File: config.mk
export PLATFORM = sky130hd
export DESIGN_NAME = control_volcado_mem_datos_flat
export DESIGN_NICKNAME = d
export VERILOG_FILES = /design/src/rtl/control_volcado_mem_datos_pkg.sv /design/src/rtl/control_volcado_mem_datos_if.sv /design/src/rtl/contador_direccion_volcado.sv /design/src/rtl/control_volcado_mem_datos.sv /design/src/flat_wrapper.sv
export SDC_FILE = /design/constraint.sdc
export NUM_CORES = 1
export LEC_CHECK = 0
export BUFFER_PORTS_ARGS = -buffer_cell sky130_fd_sc_hd__buf_2
export CAP_MARGIN = 30
export CORE_MARGIN = 10
export CORE_UTILIZATION = 42
export DETAILED_ROUTE_END_ITERATION = 8
export GPL_TIMING_DRIVEN = 0
export MAX_ROUTING_LAYER = met4
export PLACE_DENSITY = 0.8
export SLEW_MARGIN = 15
export SYNTH_ARGS = -nofsm -noshare
export SYNTH_HDL_FRONTEND = slang
export SYNTH_SLANG_ARGS = --single-unit
File: constraint.sdc
create_clock -name i_clk -period 2.6 [get_ports i_clk]
set_clock_uncertainty 0.2 [all_clocks]
set_input_delay 0.52 -clock i_clk [delete_from_list [all_inputs] [get_ports i_clk]]
set_output_delay 0.52 -clock i_clk [all_outputs]
set_load 0.01 [all_outputs]
File: src/rtl/control_volcado_mem_datos_pkg.sv
// Shared definitions for the data-memory dump controller: address-width helper,
// FSM state encoding and default memory geometry.
package control_volcado_mem_datos_pkg;

  localparam int unsigned RAM_DEPTH_DEF = 1024;
  localparam int unsigned RAM_WIDTH_DEF = 32;

  typedef logic [2:0] estado_t;

  localparam estado_t IDLE  = 3'd0;
  localparam estado_t CHECK = 3'd1;
  localparam estado_t READ  = 3'd2;
  localparam estado_t LATCH = 3'd3;
  localparam estado_t SEND  = 3'd4;
  localparam estado_t DONE  = 3'd5;

  // Bits needed to address 'depth' words; never less than one.
  function automatic int unsigned clogb2(input int unsigned depth);
    int unsigned res;
    int unsigned val;
    res = 0;
    val = (depth > 0) ? depth - 1 : 0;
    while (val > 0) begin
      res = res + 1;
      val = val >> 1;
    end
    return (res == 0) ? 1 : res;
  endfunction

endpackage

File: src/rtl/control_volcado_mem_datos_if.sv
// Dump channel between the dump controller (master) and the debug unit (slave):
// start request, valid/ready word stream, end-of-walk pulse and busy flag.
interface control_volcado_mem_datos_if #(
  parameter int unsigned ADDR_W    = 10,
  parameter int unsigned RAM_WIDTH = 32
);

  logic                 dump_start;
  logic                 dump_ready;
  logic                 dump_valid;
  logic [ADDR_W-1:0]    dump_addr;
  logic [RAM_WIDTH-1:0] dump_data;
  logic                 dump_done;
  logic                 busy;

  modport master (
    input  dump_start,
    input  dump_ready,
    output dump_valid,
    output dump_addr,
    output dump_data,
    output dump_done,
    output busy
  );

  modport slave (
    output dump_start,
    output dump_ready,
    input  dump_valid,
    input  dump_addr,
    input  dump_data,
    input  dump_done,
    input  busy
  );

endinterface

File: src/rtl/contador_direccion_volcado.sv
// Address counter for the dump walk: synchronous clear, increment and a flag
// that marks the last memory address.
module contador_direccion_volcado
  import control_volcado_mem_datos_pkg::*;
#(
  parameter int unsigned RAM_DEPTH = RAM_DEPTH_DEF,
  parameter int unsigned ADDR_W    = clogb2(RAM_DEPTH)
) (
  input  logic              i_clk,
  input  logic              i_soft_reset,
  input  logic              i_clear,
  input  logic              i_incr,
  output logic [ADDR_W-1:0] o_cuenta,
  output logic              o_ultima
);

  localparam logic [ADDR_W-1:0] ULTIMA_DIR = ADDR_W'(RAM_DEPTH - 1);

  logic [ADDR_W-1:0] cuenta_q;
  logic [ADDR_W-1:0] cuenta_d;

  always_comb begin
    cuenta_d = cuenta_q;
    if (i_clear) begin
      cuenta_d = '0;
    end else if (i_incr) begin
      cuenta_d = cuenta_q + ADDR_W'(1);
    end
  end

  always_ff @(posedge i_clk or negedge i_soft_reset) begin
    if (!i_soft_reset) begin
      cuenta_q <= '0;
    end else begin
      cuenta_q <= cuenta_d;
    end
  end

  assign o_cuenta = cuenta_q;
  assign o_ultima = (cuenta_q == ULTIMA_DIR);

endmodule

File: src/rtl/control_volcado_mem_datos.sv
// Data-memory port arbiter: passes MEM-stage accesses through while idle and, on request,
// walks the memory streaming dirty words to the debug unit. DUMP_ALL_EN sends every word.
module control_volcado_mem_datos
  import control_volcado_mem_datos_pkg::*;
#(
  parameter int unsigned RAM_DEPTH = RAM_DEPTH_DEF,
  parameter int unsigned RAM_WIDTH = RAM_WIDTH_DEF,
  localparam int unsigned ADDR_W   = clogb2(RAM_DEPTH)
) (
  input  logic                        i_clk,
  input  logic                        i_soft_reset,
  // MEM stage
  input  logic [ADDR_W-1:0]           i_mem_addr,
  input  logic                        i_mem_ena,
  input  logic                        i_mem_wea,
  input  logic [RAM_WIDTH-1:0]        i_mem_data,
  output logic                        o_stall,
  // Debug unit
  control_volcado_mem_datos_if.master dump,
  // Data memory and dirty-bit tracker
  output logic [ADDR_W-1:0]           o_ram_addr,
  output logic                        o_ram_ena,
  output logic                        o_ram_wea,
  output logic [RAM_WIDTH-1:0]        o_ram_data,
  input  logic [RAM_WIDTH-1:0]        i_ram_data,
  input  logic                        i_bit_sucio
);

  estado_t              estado_q;
  estado_t              estado_d;
  logic [ADDR_W-1:0]    dump_addr_q;
  logic [ADDR_W-1:0]    dump_addr_d;
  logic [RAM_WIDTH-1:0] dump_data_q;
  logic [RAM_WIDTH-1:0] dump_data_d;

  logic [ADDR_W-1:0]    contador;
  logic                 cnt_clear;
  logic                 cnt_incr;
  logic                 cnt_ultima;
  logic                 sucio;

  logic                 dump_valid;
  logic                 dump_done;
  logic                 ocupado;

`ifdef DUMP_ALL_EN
  logic unused_bit_sucio;
  assign unused_bit_sucio = i_bit_sucio;
  assign sucio            = 1'b1;
`else
  assign sucio            = i_bit_sucio;
`endif

  contador_direccion_volcado #(
    .RAM_DEPTH (RAM_DEPTH),
    .ADDR_W    (ADDR_W)
  ) u_contador (
    .i_clk        (i_clk),
    .i_soft_reset (i_soft_reset),
    .i_clear      (cnt_clear),
    .i_incr       (cnt_incr),
    .o_cuenta     (contador),
    .o_ultima     (cnt_ultima)
  );

  always_ff @(posedge i_clk or negedge i_soft_reset) begin
    if (!i_soft_reset) begin
      estado_q    <= IDLE;
      dump_addr_q <= '0;
      dump_data_q <= '0;
    end else begin
      estado_q    <= estado_d;
      dump_addr_q <= dump_addr_d;
      dump_data_q <= dump_data_d;
    end
  end

  // Next state, counter control and the captured word.
  always_comb begin
    estado_d    = estado_q;
    cnt_clear   = 1'b0;
    cnt_incr    = 1'b0;
    dump_addr_d = dump_addr_q;
    dump_data_d = dump_data_q;
    case (estado_q)
      IDLE: begin
        if (dump.dump_start) begin
          cnt_clear = 1'b1;
          estado_d  = CHECK;
        end
      end
      CHECK: begin
        if (sucio) begin
          estado_d = READ;
        end else if (cnt_ultima) begin
          estado_d = DONE;
        end else begin
          cnt_incr = 1'b1;
        end
      end
      READ:  estado_d = LATCH;
      LATCH: begin
        dump_addr_d = contador;
        dump_data_d = i_ram_data;
        estado_d    = SEND;
      end
      SEND: begin
        if (dump.dump_ready) begin
          if (cnt_ultima) begin
            estado_d = DONE;
          end else begin
            cnt_incr = 1'b1;
            estado_d = CHECK;
          end
        end
      end
      DONE:    estado_d = IDLE;
      default: estado_d = IDLE;
    endcase
  end

  // Outputs: the port belongs to the MEM stage only in IDLE.
  always_comb begin
    ocupado    = 1'b1;
    dump_valid = 1'b0;
    dump_done  = 1'b0;
    o_ram_addr = contador;
    o_ram_ena  = 1'b0;
    o_ram_wea  = 1'b0;
    o_ram_data = '0;
    case (estado_q)
      IDLE: begin
        ocupado    = 1'b0;
        o_ram_addr = i_mem_addr;
        o_ram_ena  = i_mem_ena;
        o_ram_wea  = i_mem_wea;
        o_ram_data = i_mem_data;
      end
      READ:    o_ram_ena  = 1'b1;
      SEND:    dump_valid = 1'b1;
      DONE:    dump_done  = 1'b1;
      default: ;
    endcase
  end

  assign o_stall         = ocupado;
  assign dump.busy       = ocupado;
  assign dump.dump_valid = dump_valid;
  assign dump.dump_done  = dump_done;
  assign dump.dump_addr  = dump_addr_q;
  assign dump.dump_data  = dump_data_q;

endmodule

File: src/flat_wrapper.sv
// flat-port wrapper written by rule: the top's interface ports become plain ports
module control_volcado_mem_datos_flat import control_volcado_mem_datos_pkg::*;
#(
  parameter int unsigned RAM_DEPTH = RAM_DEPTH_DEF,
  parameter int unsigned RAM_WIDTH = RAM_WIDTH_DEF,
  localparam int unsigned ADDR_W   = clogb2(RAM_DEPTH)
)
  (i_clk, i_soft_reset, i_mem_addr, i_mem_ena, i_mem_wea, i_mem_data, o_stall, o_ram_addr, o_ram_ena, o_ram_wea, o_ram_data, i_ram_data, i_bit_sucio, dump_dump_start, dump_dump_ready, dump_dump_valid, dump_dump_addr, dump_dump_data, dump_dump_done, dump_busy);
  control_volcado_mem_datos_if #(.RAM_WIDTH(RAM_WIDTH)) dump_i ();
  input  logic i_clk;
  input  logic i_soft_reset;
  input  logic [ADDR_W-1:0] i_mem_addr;
  input  logic i_mem_ena;
  input  logic i_mem_wea;
  input  logic [RAM_WIDTH-1:0] i_mem_data;
  output logic o_stall;
  output logic [ADDR_W-1:0] o_ram_addr;
  output logic o_ram_ena;
  output logic o_ram_wea;
  output logic [RAM_WIDTH-1:0] o_ram_data;
  input  logic [RAM_WIDTH-1:0] i_ram_data;
  input  logic i_bit_sucio;
  input wire logic [$bits(dump_i.dump_start)-1:0] dump_dump_start;
  input wire logic [$bits(dump_i.dump_ready)-1:0] dump_dump_ready;
  output wire logic [$bits(dump_i.dump_valid)-1:0] dump_dump_valid;
  output wire logic [$bits(dump_i.dump_addr)-1:0] dump_dump_addr;
  output wire logic [$bits(dump_i.dump_data)-1:0] dump_dump_data;
  output wire logic [$bits(dump_i.dump_done)-1:0] dump_dump_done;
  output wire logic [$bits(dump_i.busy)-1:0] dump_busy;
  assign dump_i.dump_start = dump_dump_start;
  assign dump_i.dump_ready = dump_dump_ready;
  assign dump_dump_valid = dump_i.dump_valid;
  assign dump_dump_addr = dump_i.dump_addr;
  assign dump_dump_data = dump_i.dump_data;
  assign dump_dump_done = dump_i.dump_done;
  assign dump_busy = dump_i.busy;
  control_volcado_mem_datos #(.RAM_DEPTH(RAM_DEPTH), .RAM_WIDTH(RAM_WIDTH)) u_core (.i_clk(i_clk), .i_soft_reset(i_soft_reset), .i_mem_addr(i_mem_addr), .i_mem_ena(i_mem_ena), .i_mem_wea(i_mem_wea), .i_mem_data(i_mem_data), .o_stall(o_stall), .dump(dump_i), .o_ram_addr(o_ram_addr), .o_ram_ena(o_ram_ena), .o_ram_wea(o_ram_wea), .o_ram_data(o_ram_data), .i_ram_data(i_ram_data), .i_bit_sucio(i_bit_sucio));
endmodule
After elaboration in Yosys (flattened, before gate mapping) --
Cells that the tools add are included.
Operators by class: $add $sub $neg 1, eq/ne operators 9, multiplexer cells 21, reductions and logical operators 3
Operators by type and width (count):
- $mux W32 | 1
- $mux W10 | 3
- $mux W3 | 5
- $pmux W3 S5 | 1
- $add A10 B1 Y10 const B | 1
- $eq A10 B10 Y1 const B | 1
- $mux W1 | 9
- $eq A3 B2 Y1 const B | 2
- $eq A3 B3 Y1 const B | 2
- $ne A2 B2 Y1 const B | 2
- $pmux W1 S2 | 2
- $eq A3 B1 Y1 const B | 1
- $logic_not A3 Y1 | 1
- $ne A3 B2 Y1 const B | 1
- $reduce_and A3 Y1 | 1
- $reduce_bool A2 Y1 | 1
Storage, ports and cells: flip-flop bits (word level) 55, input port bits 81, output and inout bits 90, word-level logic and storage cells 38

Longest topological paths before layout --
depth in word-level cells 6, depth in mapped cells 6, mapped depth without buffers 5

Cells and area by module --
Synthesis repeated with hierarchy kept, for this count alone.
Unflattened totals: cell total of the unflattened synthesis 213, area, all modules 2825.2 um^2
Modules (own cells, without submodules):
- control_volcado_mem_datos | instances 1, cells each 164, area an instance 2321.0 um^2, seq. area each 1126.1 um^2
- contador_direccion_volcado | instances 1, cells each 49, area an instance 504.2 um^2, seq. area each 250.2 um^2

Worst setup path after synthesis --
No wires, ideal clock.
kind reg-to-output, start reg u_core.estado_q[1], end out o_stall, data arrival time 1.534 ns, data required time 1.880 ns, slack 0.346 ns, cell stages (with the launch flop) 7, buffers on the path 4, cells stage by stage dfrtp_1 buf_2 nor3_1 clkbuf_1 clkbuf_1 inv_1 buf_4
Between the ends: word-level cells in the longest chain between the ends 2
Ends and longest elaborated chain:
- start, declared | RTL line control_volcado_mem_datos.sv:29 | estado_t estado_q;
- start signal, assigned | RTL line control_volcado_mem_datos.sv:72 | estado_q <= estado_d;
- $logic_not A3 Y1 | RTL line control_volcado_mem_datos.sv:131 | case (estado_q)
- $mux W1 | RTL line control_volcado_mem_datos.sv:131
- end, declared | RTL line flat_wrapper.sv:16 | output logic o_stall;
Every way passes these cells.

Final worst setup path --
start reg u_core.estado_q[2], end out o_ram_addr[6]
Between the ends: word-level cells in the longest chain between the ends 2
Ends and longest elaborated chain:
- $logic_not A3 Y1 | RTL line control_volcado_mem_datos.sv:131
- $mux W10 | RTL line control_volcado_mem_datos.sv:131
- end, declared | RTL line flat_wrapper.sv:17 | output logic [ADDR_W-1:0] o_ram_addr;
Every way passes these cells.

==> reports/qor.txt <==
Mean Syn Cell Area: 11.89 um^2
via count: 2325
Critical path buffers and inverters: 2
DR pass1 iterations: 4
FF-to-FF Start: u_core.estado_q[0]
Total GRT Usage: 15.95%
startpoint types: flip-flop
area leader, netlist: dfrtp_1
clock tree buffer depth: 2
most common cell after layout, fill and taps aside: buf_2
Crit path max-delay family: flip-flops
post-synthesis async set-or-reset flop share: 100.0%
Starting DRT DRC Count: 69
Post-CTS Hold Fix Bufs: 0
slew margin rel.: 48.51%
Post-synth EDFFs: 0
Final ANT Viol Nets: 0
number of distinct library cells after synthesis: 34
critical path peak fanout: 7
Cell Rows: 28
Filler cells: 513
Final Max Slew Viols: 0
routed wire length: 8209 um
Worst-Margin Slew: 0.7665 ns
dpl hpwl: 6665 um
Crit path arrival time: 1.81 ns
minimum clock period: 2.530 ns
Layout Nets: 485
reg2reg path depth: 7
slowest stage delay, CP: 0.49 ns
RSZ-0062 raised after global routing: yes
DR WL/cell: 17.14 um
Clock Pin Slew Worst Setup and Hold Paths: 0.10 ns
Initial Util: 43.81%
Via-to-Cell Ratio: 4.854
Max-Cap Viols: 0
share of cells above drive strength 1: 61.39%
post-synth top area share: 52.13%
setup violators final: 0
Worst VDD drop: 0.6208 mV
status: completed
Synth Net Count: 304
CP Class: reg -> out
clk_lat worst skew: 0.31 ns
placer congestion estimate: 0.8471
residual DRC count: 0
LEAKAGE: 2.003 nW
# diodes: 0
IO Pins: 171
Final Power: 4.290 mW
Crit. End Element: primary output
Required @ worst endpoint: 1.88 ns
core box area: 6026 um^2
root buf cell: clkbuf_8
Clock Sinks: 55
first-pass GRT wire length: 12590 um
maximum clock rate: 395.2 MHz
Ys Warns: 0
Final Cycle Share: 97.31%
FF-to-FF setup slack: 0.35 ns
sequential element share of the synthesized area: 52.13%
Mapped Cells: 222
top cells by area, synth: dfrtp_1, mux2_2, and2_1
dpl cell area: 3605 um^2
H-tree depth: 2
Worst Hold Class: in -> async
most frequent cells in the layout: buf_2, dfrtp_1, mux2_2, and2_1, nand2_1
largest net degree at the start of global routing: 31
CTS buffer count: 5
Die ar.: 9857 um^2
Synth Flop Type: dfrtp_1
I/O Buffers: 170
number of global-route vias before repair: 2462
number of antenna violations at the first check in global routing: 0
crit path cell chain: nor3_4 -> clkbuf_8 -> mux2_2 -> buf_6
grt total ovfl: 0
final hold vios: 0
Mapped Area: 2640 um^2
FF-to-FF End: u_core.u_contador.o_cuenta[7]
CTS tree: yes
CP max-delay cell: dfrtp_1
DIE WIDTH: 99.28 um
final instance area: 3825 um^2
pwr dens: 1122 nW/um^2
synthesis-to-finish area growth: 44.88%
Die Y: 99.28 um
number of synthesized register bits: 55
## worst register-to-register path: cells and delay by family, from the launching register on
| kind | cells | cell delay (ns) |
|---|---|---|
| AOI/OAI and AO/OA | 2 | 0.43 |
| buffers and inverters | 3 | 0.69 |
| DFF | 1 | 0.41 |
| and+or+nand+nor | 2 | 0.45 |
## cell type report
type | count | area [um^2] | share of cell area, %
Multi-Input combinational cell | 149 | 1196 | 31.27
Buffer | 13 | 97.59 | 2.552
Timing Repair Buffer | 174 | 909.6 | 23.78
Tap cell | 75 | 93.84 | 2.453
Clock inverter | 2 | 60.06 | 1.570
Inverter | 5 | 18.77 | 0.4907
Clock buffer | 6 | 72.57 | 1.897
Sequential cell | 55 | 1376 | 35.98
## metal layers
metal | global-route usage, % | vias up | part of all wire [%]
li1 | - | 1146 | -
met1 | 16.97 | 1107 | 39
met2 | 28.76 | 68 | 55
met3 | 4.498 | 4 | 5.7
met4 | 3.308 | 0 | 0.44
met5 | - | - | 0
## stage by stage
stage / util (%) / hold WS (ns) / worst slack, ns / TNS [ns] / cells
global route: 63.48 / 0.03468 / -0.01112 / -0.01434 / 479
global placement: 59.49 / 0.2567 / -0.1418 / -1.197 / 467
floorplan: - / 0.02441 / 0.3461 / 0 / 222
CTS: 62.35 / 0.02269 / 0.008825 / 0 / 476
finish: 63.48 / 0.001895 / 0.06983 / 0 / 479
detailed placement: 59.82 / 0.2667 / -0.1820 / -2.045 / 468
## timing repair
item | CTS | global route
gates resized for setup | 8 | 21
cloned | 0 | 1
setup buffers | 0 | 2
endpoints found under the setup margin | 39 | 31
pin swaps | 0 | 1
## how the worst max path moves through the flow
stage,slack (ns),cells past startpoint,from,end
5_1_grt,-0.01,6,u_core.estado_q[2],o_stall
3_3_place_gp,-0.14,7,u_core.estado_q[1],o_stall
6_report,0.07,4,u_core.estado_q[2],o_ram_addr[6]
2_1_floorplan,0.35,6,u_core.estado_q[1],o_stall
4_1_cts,0.009,7,u_core.estado_q[1],o_stall
3_5_place_dp,-0.18,7,u_core.estado_q[1],o_stall
## cell usage after synthesis (3+ instances only)
library cell,n
inv_1,5
and2_1,34
or4_1,3
nand2_1,12
o31ai_1,6
buf_2,6
clkbuf_1,6
a21oi_1,5
dfrtp_1,55
nor2_1,3
o21ai_0,5
mux2_2,49
nor3_1,5
nand3_1,4
## kinds of logic after synthesis
logic type,synth area share (%)
AND/OR/NAND/NOR,16.92
AO/OA/AOI/OAI,5.829
buffers and inverters,2.986
adder cells (fa/ha/maj),0.4739
multiplexers,21.66
flip-flops,52.13
## where the power goes
part | switching, mW | internal (mW) | total, mW | leakage [nW]
logic | 1.13 | 1.16 | 2.28 | 1.25
clock network | 0.271 | 0.385 | 0.656 | 0.0654
registers | 0.174 | 1.18 | 1.35 | 0.686
total | 1.57 | 2.72 | 4.29 | 2.00
## sequential cells by signal, summed over array words and instances, names as in the netlist
| name | cells |
|---|---|
| u_core.u_contador.o_cuenta | 10 |
| u_core.dump.dump_addr | 10 |
| u_core.estado_q | 3 |
| u_core.dump.dump_data | 32 |
(Power assumes the default switching activity.)
